<file path="src/rtl/seg_scan_n.sv">
// seg_scan_n: multiplexed seven-segment scanner for NUM_DIGITS digits of 4-bit codes.
// Digit slots are SCAN_DIV cycles long. Each slot opens with a GUARD_CYCLES blanking interval
// against ghosting. Display data is double-buffered and only swapped at the frame wrap, so a
// frame never tears. Digits can also be suppressed by leading-zero blanking and per-digit blink.
module seg_scan_n #(
   parameter int unsigned NUM_DIGITS   = 4,
   parameter int unsigned SCAN_DIV     = 50000,
   parameter int unsigned GUARD_CYCLES = 50,
   parameter int unsigned BLINK_DIV    = 250,
   parameter int unsigned HEX_EN       = 1
) (
   input  logic                    clk_50m,
   input  logic                    rst,
   input  logic [4*NUM_DIGITS-1:0] data_in,
   input  logic                    data_load,
   input  logic                    blank_lz,
   input  logic [NUM_DIGITS-1:0]   blink_mask,
   output logic [NUM_DIGITS-1:0]   seg_sel,
   output logic [6:0]              seg_led,
   output logic                    frame_done
);

   localparam int unsigned DATA_W = 4 * NUM_DIGITS;
   localparam int unsigned SLOT_W = (SCAN_DIV > 1) ? $clog2(SCAN_DIV) : 1;
   localparam int unsigned DIG_W  = (NUM_DIGITS > 1) ? $clog2(NUM_DIGITS) : 1;
   localparam int unsigned BLK_W  = (BLINK_DIV > 1) ? $clog2(BLINK_DIV) : 1;

   localparam logic [SLOT_W-1:0] SLOT_LAST  = SLOT_W'(SCAN_DIV - 1);
   localparam logic [SLOT_W-1:0] GUARD_END  = SLOT_W'(GUARD_CYCLES);
   localparam logic [DIG_W-1:0]  DIGIT_LAST = DIG_W'(NUM_DIGITS - 1);
   localparam logic [BLK_W-1:0]  BLINK_LAST = BLK_W'(BLINK_DIV - 1);

   // Scan timing state
   logic [SLOT_W-1:0] slot_cnt_q, slot_cnt_d;
   logic [DIG_W-1:0]  digit_idx_q, digit_idx_d;
   logic [BLK_W-1:0]  blink_cnt_q, blink_cnt_d;
   logic              blink_phase_q, blink_phase_d;

   // Double buffer
   logic [DATA_W-1:0] disp_q, disp_d;
   logic [DATA_W-1:0] pend_q, pend_d;
   logic              pend_vld_q, pend_vld_d;

   // Registered outputs
   logic [NUM_DIGITS-1:0] seg_sel_q, seg_sel_d;
   logic [6:0]            seg_led_q, seg_led_d;
   logic                  frame_done_q, frame_done_d;

   logic                  tick;
   logic                  frame_end;
   logic                  in_guard;
   logic                  zero_run;
   logic [NUM_DIGITS-1:0] lz_sup;
   logic [NUM_DIGITS-1:0] hit;
   logic [3:0]            cur_nib;
   logic                  cur_sup;

   // Active-high segment pattern {g,f,e,d,c,b,a} for a 4-bit code
   function automatic logic [6:0] glyph(input logic [3:0] code);
      logic [6:0] g;
      case (code)
         4'h0:    g = 7'b0111111;
         4'h1:    g = 7'b0000110;
         4'h2:    g = 7'b1011011;
         4'h3:    g = 7'b1001111;
         4'h4:    g = 7'b1100110;
         4'h5:    g = 7'b1101101;
         4'h6:    g = 7'b1111101;
         4'h7:    g = 7'b0000111;
         4'h8:    g = 7'b1111111;
         4'h9:    g = 7'b1101111;
         4'hA:    g = 7'b1110111;
         4'hB:    g = 7'b1111100;
         4'hC:    g = 7'b0111001;
         4'hD:    g = 7'b1011110;
         4'hE:    g = 7'b1111001;
         4'hF:    g = 7'b1110001;
         default: g = 7'b0000000;
      endcase
      // Without hex support, codes above 9 light nothing while the digit stays selected
      if ((HEX_EN == 0) && (code > 4'h9)) begin
         g = 7'b0000000;
      end
      return g;
   endfunction

   // Slot end and frame end strobes
   always_comb begin
      tick      = (slot_cnt_q == SLOT_LAST);
      frame_end = tick && (digit_idx_q == DIGIT_LAST);
      in_guard  = (slot_cnt_q < GUARD_END);
   end

   // Slot counter, digit index and blink phase advance
   always_comb begin
      slot_cnt_d    = tick ? '0 : slot_cnt_q + 1'b1;
      digit_idx_d   = digit_idx_q;
      blink_cnt_d   = blink_cnt_q;
      blink_phase_d = blink_phase_q;
      if (tick) begin
         digit_idx_d = (digit_idx_q == DIGIT_LAST) ? '0 : digit_idx_q + 1'b1;
         if (blink_cnt_q == BLINK_LAST) begin
            blink_cnt_d   = '0;
            blink_phase_d = ~blink_phase_q;
         end else begin
            blink_cnt_d = blink_cnt_q + 1'b1;
         end
      end
   end

   // Double-buffered load: display only changes at the frame wrap
   always_comb begin
      disp_d     = disp_q;
      pend_d     = pend_q;
      pend_vld_d = pend_vld_q;
      if (frame_end) begin
         // A load on the wrap cycle itself bypasses the pending buffer
         if (data_load) begin
            disp_d = data_in;
         end else if (pend_vld_q) begin
            disp_d = pend_q;
         end
         pend_vld_d = 1'b0;
      end else if (data_load) begin
         pend_d     = data_in;
         pend_vld_d = 1'b1;
      end
   end

   // Leading-zero suppression: digit i is dark if it and every digit above it are zero
   always_comb begin
      zero_run = 1'b1;
      lz_sup   = '0;
      for (int i = int'(NUM_DIGITS) - 1; i >= 0; i--) begin
         zero_run  = zero_run & (disp_q[4*i +: 4] == 4'h0);
         lz_sup[i] = blank_lz & zero_run & (i != 0);
      end
   end

   // Select the current digit's code and decide whether it is shown
   always_comb begin
      hit     = '0;
      cur_nib = 4'h0;
      cur_sup = 1'b0;
      for (int i = 0; i < int'(NUM_DIGITS); i++) begin
         if (DIG_W'(i) == digit_idx_q) begin
            hit[i]  = 1'b1;
            cur_nib = disp_q[4*i +: 4];
            cur_sup = lz_sup[i] | (blink_mask[i] & blink_phase_q);
         end
      end
   end

   // Next output values; everything off in the guard interval or when suppressed
   always_comb begin
      seg_sel_d    = '1;
      seg_led_d    = 7'b0000000;
      frame_done_d = frame_end;
      if (!in_guard && !cur_sup) begin
         seg_sel_d = ~hit;
         seg_led_d = glyph(cur_nib);
      end
   end

   // State and output registers with synchronous reset
   always_ff @(posedge clk_50m) begin
      if (rst) begin
         slot_cnt_q    <= '0;
         digit_idx_q   <= '0;
         blink_cnt_q   <= '0;
         blink_phase_q <= 1'b0;
         disp_q        <= '0;
         pend_q        <= '0;
         pend_vld_q    <= 1'b0;
         seg_sel_q     <= '1;
         seg_led_q     <= 7'b0000000;
         frame_done_q  <= 1'b0;
      end else begin
         slot_cnt_q    <= slot_cnt_d;
         digit_idx_q   <= digit_idx_d;
         blink_cnt_q   <= blink_cnt_d;
         blink_phase_q <= blink_phase_d;
         disp_q        <= disp_d;
         pend_q        <= pend_d;
         pend_vld_q    <= pend_vld_d;
         seg_sel_q     <= seg_sel_d;
         seg_led_q     <= seg_led_d;
         frame_done_q  <= frame_done_d;
      end
   end

   assign seg_sel    = seg_sel_q;
   assign seg_led    = seg_led_q;
   assign frame_done = frame_done_q;

endmodule

</file>
<file path="config.mk">
export PLATFORM = sky130hd
export DESIGN_NAME = seg_scan_n
export DESIGN_NICKNAME = d
export VERILOG_FILES = /design/src/rtl/seg_scan_n.sv
export SDC_FILE = /design/constraint.sdc
export NUM_CORES = 1
export LEC_CHECK = 0
export BUFFER_PORTS_ARGS = -buffer_cell sky130_fd_sc_hd__buf_2
export CAP_MARGIN = 10
export CORE_MARGIN = 2
export CORE_UTILIZATION = 50
export DETAILED_ROUTE_END_ITERATION = 8
export MAX_ROUTING_LAYER = met4
export PLACE_DENSITY = 0.72
export SYNTH_ARGS = -nofsm -noshare
export SYNTH_HDL_FRONTEND = slang
export SYNTH_SLANG_ARGS = --single-unit
</file>
<file path="constraint.sdc">
create_clock -name clk_50m -period 2.6 [get_ports clk_50m]
set_clock_uncertainty 0.2 [all_clocks]
set_input_delay 0.39 -clock clk_50m [delete_from_list [all_inputs] [get_ports clk_50m]]
set_output_delay 0.39 -clock clk_50m [all_outputs]
set_load 0.1 [all_outputs]
</file>
* Word level (Yosys, flattened, before mapping)
Memories as Yosys holds them, arrays and structs flattened. A register that Yosys moved wholly into a read port is not among the register bits.
Index checks and enable logic that the tools add are counted.
** Storage, ports and cells
- Bits in registers :: 65
- Memory bits (read-only) :: 112
- Bits of input ports :: 24
- Word-level logic and storage cells :: 67
- Memories :: 1
** Memories
- (no name shown) :: words 16, bits a word 7, read ports 1, clocked after memory_dff 1, write ports 0, RTL line 61 : case (code)
** Operators by class
- Add/sub/neg operators :: 3
- Order comparisons :: 1
- Eq/ne operators :: 6
- Mux-type cells :: 16
- Bitwise logic cells :: 16
- Reductions and logical operators :: 15
** Operator list (number)
- $mux 16 :: 2
- $add 16x1->16 const B :: 1
- $eq 16x16->1 const B :: 1
- $lt 16x6->1 const B :: 1
- $mux 4 :: 4
- $logic_not 4->1 :: 3
- $and 1x1->1 :: 9
- $add 8x1->8 const B :: 1
- $eq 8x8->1 const B :: 1
- $mux 1 :: 8
- $mux 8 :: 1
- $reduce_and 2->1 :: 3
- $reduce_or 2->1 :: 3
- $eq 2x2->1 const A :: 2
- $not 4->4 :: 1
- $not 1->1 :: 3
- $or 1x1->1 :: 3
- $add 2x1->2 const B :: 1
- $eq 1x2->1 const A :: 1
- $eq 2x2->1 const B :: 1
- $logic_and 1x1->1 :: 2
- $logic_not 1->1 :: 2
- $logic_not 2->1 :: 1
- $mux 2 :: 1
- $reduce_bool 2->1 :: 1

* Depth between registers and ports, before layout
Gate-level depths: netlist (run 1).
- Depth after elaboration :: 12
- Gate-level depth with buffers :: 11
- Gate-level depth less buffers :: 10

* Worst setup path after synthesis (run 1)
OpenSTA, ideal clock, no wires.
- Path kind :: register to register
- Start point :: register slot_cnt_q[13]
- End point :: register pend_q[5]
- Library setup time :: 128 ps
- Arrival :: 2395 ps
- Required time :: 2272 ps
- Setup slack :: -122 ps
- Cell stages (with the launch flop) :: 8
- Buffers on the path :: 2
- Cell sequence :: dfxtp_1 -> or4_4 -> or4b_1 -> buf_6 -> o31ai_4 -> buf_8 -> mux2i_1 -> nor2_1
** On the way
- Word-level cells in the longest chain between the ends :: 4
** RTL lines
- from (decl) :: RTL line 34 : logic [SLOT_W-1:0] slot_cnt_q, slot_cnt_d;
- from (signal assigned) :: RTL line 179 : slot_cnt_q <= slot_cnt_d;
- $eq 16x16->1 :: RTL line 89 : tick = (slot_cnt_q == SLOT_LAST);
- $logic_and 1x1->1 :: RTL line 90 : frame_end = tick && (digit_idx_q == DIGIT_LAST);
- $not 1->1 (no line)
- $reduce_and 2->1 (no line)
- to (signal assigned) :: RTL line 184 : pend_q <= pend_d;
- to (decl) :: RTL line 41 : logic [DATA_W-1:0] pend_q, pend_d;
No other way between the ends.
A chain may end at the register's enable or synchronous reset.

* Worst setup path in the final report (run 1)
- Start point :: register slot_cnt_q[12]
- End point :: register disp_q[4]
** On the way
- Word-level cells in the longest chain between the ends :: 3
** RTL lines
- $eq 16x16->1 :: RTL line 89
- $logic_and 1x1->1 :: RTL line 90
- $reduce_and 2->1 (no line)
- to (signal assigned) :: RTL line 183 : disp_q <= disp_d;
- to (decl) :: RTL line 40 : logic [DATA_W-1:0] disp_q, disp_d;
No other way between the ends.

==> flow_summary.yaml, run 1 <==
outcome:
  outcome: "completed"
grt:
  grt_pass1_vias: 2790
  grt_first_pass_wirelength_mm: 12.43
  grt_max_degree: 48
  antenna_found_initial: 0
  grt_overflow: 0
  grt_usage_pct: 21.25
worst_setup_path:
  cp.arrival_ns: 2.61
  critPathCaptureType: "flop"
  ff2ff_setup_slack_ns: 0.05
  path_cells: "or4_4 > or4b_4 > buf_6 > nor4b_4 > buf_4 > buf_12 > nor2_1 > a211oi_2"
  critical_path.slowest_cell: "or4_4"
  cp.required_ns: 2.66
  r2r-end: "disp_q[4]"
  crit_path_max_fanout: 16
  cpPeakStageDelay_ns: 0.53
  rr_startpoint: "slot_cnt_q[12]"
  crit_path_start_kind: "flop"
  timing.setup.critical_path_class: "flop to flop"
  ff2ff_path_depth: 8
logic_synthesis:
  async_flop_share_pct: 0
  synth_edf_count: 0
  seq_area_frac_synth_pct: 40.82
  yosys_warnings: 0
  avgSynthCellArea_um2: 9.147
  syn_nets: 424
  synth.distinct_cells: 50
  synth_ff_type: "dfxtp_1"
  syn_inst: 386
  ys_ff_latch: 72
  syn_area_um2: 3531
layout:
  diodes: 0
  drive_above_1_share_pct: 23.82
  final_cell_mix: "70 x dfxtp_1, 65 x nor2_1, 35 x mux2i_1, 35 x buf_2, 23 x buf_4"
  flow.area_growth_from_synthesis_pct: 20.41
  multi_input_area_um2: 1951
  final_util_pct: 62.23
  layout_commonest_cell: "dfxtp_1"
  fill_cells: 618
  num-nets-final: 478
  regArea_um2: 1444
power_and_ir_drop:
  peakVddDrop_uv: 562.6
  pwr_density_cell_nw_per_um2: 539.9
  power.leakage_nw: 1.681
sta:
  final_hold_viol_count: 0
  slew_violations: 0
  maxSlewHeadroom_pct: 62.30
  setup_violations: 0
  period_share_pct: 98.04
  hold_slack_ns: 0.08239
  min_period_ns: 2.549
  fmax_mhz: 392.3
  tightestPinTransition_ns: 0.5655
  rsz0062_at_grt: "yes"
clock_tree:
  cts_made_buffers: 9
  clk_pin_slew_ns: 0.08
  hold_buffers: 0
  clock_latency_ns: 0.35
  cts-root-buf: "clkbuf_8"
  clockBufferDepth: 2
  htree_levels: 3
  cts_num_sinks: 72
  cts_tree: "yes"
detailed_routing:
  drc: 0
  dr_wl_met3_um: 278
  routedLengthMet1_mm: 3.278
  via_per_inst: 5.340
  postRouteAntennaNets: 0
  dr_wl_met2_mm: 3.776
  drt_wl_total_mm: 7.395
  highest_layer: "met4"
  num_vias: 2889
  firstDrtPassIters: 4
  drt_iter0_drc: 121
  wl_per_cell_um: 13.67
min_path:
  min_path_cells: 3
  min-delay-path-class: "primary input to flop"
  hp-start: "data_in[8]"
  whs_endpoint: "pend_q[8]"
placement:
  portBuffers: 35
  gp_congestion: 0.8496
  dp_hpwl_mm: 5.151
die:
  floorplan.die_area_um2: 7750
  core-area_um2: 6832
  die_y_um: 88.04
  ios: 36
  initial_core_util_pct: 51.68
  num_rows: 30
  die_width_um: 88.04
job:
  max_cap_violations: 0
-- power by group --
part / internal [mW] / total (mW) / switching [mW]
combinational: 0.0528 / 0.116 / 0.0634
clock: 0.634 / 1.05 / 0.412
sequential: 1.12 / 1.13 / 0.0114
-- metal layers --
| metal | up-vias | GRT usage, % |
|---|---|---|
| met2 | 44 | 38.15 |
| met3 | 6 | 6.221 |
| met5 | - | - |
| met1 | 1371 | 23.23 |
| met4 | 0 | 4.683 |
| li1 | 1468 | - |
-- worst max-delay path, delay by kind of cell, from the launching register on --
family	cells	cell delay, ns
buffers and inverters	3	0.44
flip-flops	1	0.32
AO/OA/AOI/OAI	1	0.19
AND/OR/NAND/NOR	4	1.32
-- state kept, by name (all words and copies together), names as in the netlist --
name	cells
disp_q	16
seg_sel	4
blink_cnt_q	8
pend_vld_q	1
blink_phase_q	1
digit_idx_q	2
slot_cnt_q	16
pend_q	16
seg_led	7
frame_done	1
-- through the flow --
step                total power, mW  cell area, um2    TNS, ns  std cells  setup WS, ns
finish                        2.295            4252          0        541       0.05097
detailed placement            1.276            3924  -0.007491        520     -0.006031
global placement              1.272            3924          0        520       0.05217
CTS                           2.317            4218          0        540       0.01326
global route                  2.373            4252   -0.02511        541      -0.01052
floorplan                     1.233            3533   -0.08006        386     -0.008011
-- final cells by class --
| class | count | area share [%] |
|---|---|---|
| clock inverters | 6 | 2.531 |
| multi-input cells | 277 | 45.88 |
| inverters | 17 | 1.501 |
| repair buffers | 63 | 10.30 |
| clock buffers | 10 | 3.002 |
| well taps | 96 | 2.825 |
| flip-flops and latches | 72 | 33.96 |
-- Yosys cell counts, types with 2 or more instances --
| master | count | area share, % |
|---|---|---|
| a211oi_1 | 16 | 3.4 |
| a211oi_2 | 10 | 3.5 |
| a21oi_1 | 12 | 1.7 |
| a221oi_1 | 4 | 0.99 |
| a31oi_1 | 3 | 0.53 |
| and2_1 | 4 | 0.71 |
| and3_1 | 3 | 0.53 |
| buf_2 | 4 | 0.57 |
| clkbuf_1 | 12 | 1.3 |
| dfxtp_1 | 72 | 41 |
| ha_1 | 14 | 5.0 |
| inv_1 | 17 | 1.8 |
| mux2_2 | 2 | 0.64 |
| mux2i_1 | 35 | 9.9 |
| nand2_1 | 18 | 1.9 |
| nand2b_1 | 3 | 0.53 |
| nand3_1 | 10 | 1.4 |
| nand3b_1 | 5 | 1.1 |
| nand4_1 | 6 | 1.1 |
| nor2_1 | 66 | 7.0 |
| nor2b_1 | 3 | 0.53 |
| nor3_1 | 6 | 0.85 |
| nor3b_1 | 5 | 1.1 |
| nor4_1 | 6 | 1.1 |
| o21a_1 | 2 | 0.43 |
| o21ai_0 | 5 | 0.71 |
| or2_2 | 3 | 0.53 |
| or3_1 | 4 | 0.71 |
| or4_1 | 2 | 0.43 |
| xnor2_1 | 8 | 2.0 |
| xor2_1 | 7 | 1.7 |
-- cell families (layout without fill, tap and decap cells) --
logic type	count (synthesis)	in the layout	share of synthesized area, %
flops	72	72	40.82
buf+inv	37	96	4.713
xor+xnor	15	15	3.721
mux	37	37	10.56
simple gates	149	149	21.16
fa+ha+maj	14	14	4.961
compound gates	62	62	14.07
-- worst max-delay path by stage --
stage	startpoint	to	slack [ns]
3_3_place_gp	slot_cnt_q[12]	disp_q[13]	0.05
6_report	slot_cnt_q[12]	disp_q[4]	0.05
5_1_grt	slot_cnt_q[12]	disp_q[11]	-0.01
4_1_cts	slot_cnt_q[12]	blink_cnt_q[5]	0.01
3_5_place_dp	slot_cnt_q[12]	disp_q[11]	-0.006
2_1_floorplan	slot_cnt_q[12]	pend_q[5]	-0.008
-- timing repair --
action | 4_1_cts | 5_1_grt
endpoints found under the setup margin | 9 | 35
pin swaps | 1 | 6
gates cloned | 2 | 0
setup buffers | 2 | 1
resized for setup | 0 | 9
endpoints found under the hold margin | 0 | 0
(Power assumes the default switching activity.)
==> inputs of run 2 (changes only) <==
Settings changed: GPL_ROUTABILITY_DRIVEN set to 0, PLACE_DENSITY 0.72 to 0.69.
Clock period 2.6 ns to 2.92 ns, I/O delays scaled along.
==> flow_summary.yaml, run 2 (same netlist as run 1, synthesis figures left out) <==
placement:
  dp_cells: 507
  dp_hpwl_mm: 4.981
  portBuffers: 35
power_and_ir_drop:
  combPwrFrac_pct: 5.7
  power.leakage_nw: 1.546
  cellInternalPower_mw: 1.395
  fin_total_pwr_mw: 1.823
  peakVddDrop_uv: 294.8
  pwr_density_cell_nw_per_um2: 454.7
  p_sw_mw: 0.4284
  clockPowerShare_pct: 38.9
  sw_frac_of_total_pct: 23.50
  p_seq_share_pct: 55.3
sta:
  maxSlewHeadroom_pct: 39.79
  tightestPinTransition_ns: 0.8962
  setup_violations: 0
  fmax_mhz: 360.6
  final_hold_viol_count: 0
  period_share_pct: 94.98
  slew_violations: 0
  min_period_ns: 2.773
  fin_tns_setup_ns: 0
  rsz0062_at_grt: "no"
worst_setup_path:
  cp_top_family: "simple AND/OR/NAND/NOR gates"
  crit_path_start_kind: "flop"
  rr_startpoint: "slot_cnt_q[13]"
  crit_path_max_fanout: 32
  critPathLaunch: "slot_cnt_q[13]"
  critPathCaptureType: "flop"
  path_cells: "or4_4 > or4b_1 > buf_4 > nor4b_4 > buf_12 > nor2_1 > a211oi_1"
  critical_path.slowest_cell: "or4b_1"
  cp.arrival_ns: 2.83
  crit_buf_inv: 2
  cp.required_ns: 2.98
  timing.setup.critical_path_class: "flop to flop"
  cpPeakStageDelay_ns: 0.58
die:
  core-area_um2: 6832
  initial_core_util_pct: 51.68
  ios: 36
  die_width_um: 88.04
  die_y_um: 88.04
  floorplan.die_area_um2: 7750
  num_rows: 30
clock_tree:
  cts_made_buffers: 9
  clockBufferDepth: 2
  hold_buffers: 0
  clock_latency_ns: 0.34
  cts_post_setup_buffers_inserted: 0
  cts_num_sinks: 72
  cts_resized: 0
  htree_levels: 3
  clk_pin_slew_ns: 0.07
  cts-root-buf: "clkbuf_8"
  cts_tree: "yes"
grt:
  grt_usage_pct: 20.19
  antenna_found_initial: 0
  grt_first_pass_wirelength_mm: 11.90
  grt_overflow: 0
  grt_max_degree: 48
  grt_pass1_vias: 2653
layout:
  num-nets-final: 460
  diodes: 0
  finalNonFillerCells: 522
  top_regs: "disp_q: 16 flops, pend_q: 16 flops, slot_cnt_q: 16 flops"
  flow.area_growth_from_synthesis_pct: 13.54
  layout_commonest_cell: "dfxtp_1"
  final_cell_mix: "72 x dfxtp_1, 66 x nor2_1, 35 x mux2i_1, 35 x buf_2, 18 x nand2_1"
  drive_above_1_share_pct: 18.31
detailed_routing:
  drc: 0
  wl_per_cell_um: 13.41
  drt_iter0_drc: 116
  drt_wl_total_mm: 6.999
  num_vias: 2779
  via_per_inst: 5.324
  firstDrtPassIters: 4
  postRouteAntennaNets: 0
min_path:
  min-delay-path-class: "primary input to flop"
  hp-start: "data_in[10]"
job:
  max_cap_violations: 0
outcome:
  outcome: "completed"
## run 2: power groups by stage
stage	registers, mW	clock network [mW]	logic, mW
3_3_place_gp	1.03	0	0.104
2_1_floorplan	1.03	0	0.0684
6_report	1.01	0.710	0.105
3_5_place_dp	1.03	0	0.106
4_1_cts	1.01	0.722	0.106
5_1_grt	1.01	0.768	0.116
## run 2: worst min-delay path, cell delays in order
cell and delay [ns]:
buf_2 0.09, mux2i_1 0.05, nor2_1 0.07
## run 2: through the flow
step                hold slack (ns)  setup slack (ns)  utilization, %  instance area (um2)
finish                       0.1417            0.1466           58.68                 4009
global route                 0.1462           0.01280           58.68                 4009
CTS                          0.1304            0.1403           58.68                 4009
detailed placement           0.2529            0.1562           56.15                 3836
global placement             0.2484            0.2410           56.15                 3836
floorplan                    0.2295            0.1976               -                 3531
## run 2: cell type report
cell class / instances / area (um2)
clock buffers: 12 / 155.1
clock inverters: 3 / 17.52
fillers: 651 / 2823
inverters: 17 / 63.81
multi-input cells: 277 / 1923
flip-flops and latches: 72 / 1441
well taps: 96 / 120.1
repair buffers: 45 / 287.8
## run 2: final timing paths
kind	cells after the start	end	slack [ns]
worst max-delay path	7	disp_q[14]	0.15
worst min register to register	1	slot_cnt_q[0]	0.27
worst min-delay path	3	pend_q[10]	0.14
worst max register to register	7	disp_q[14]	0.15
## run 2: layer usage
metal,GRT usage (%),wire [um]
met2,32.30,3339
met3,4.241,212
met5,-,0
met4,7.851,109
met1,25.00,3338
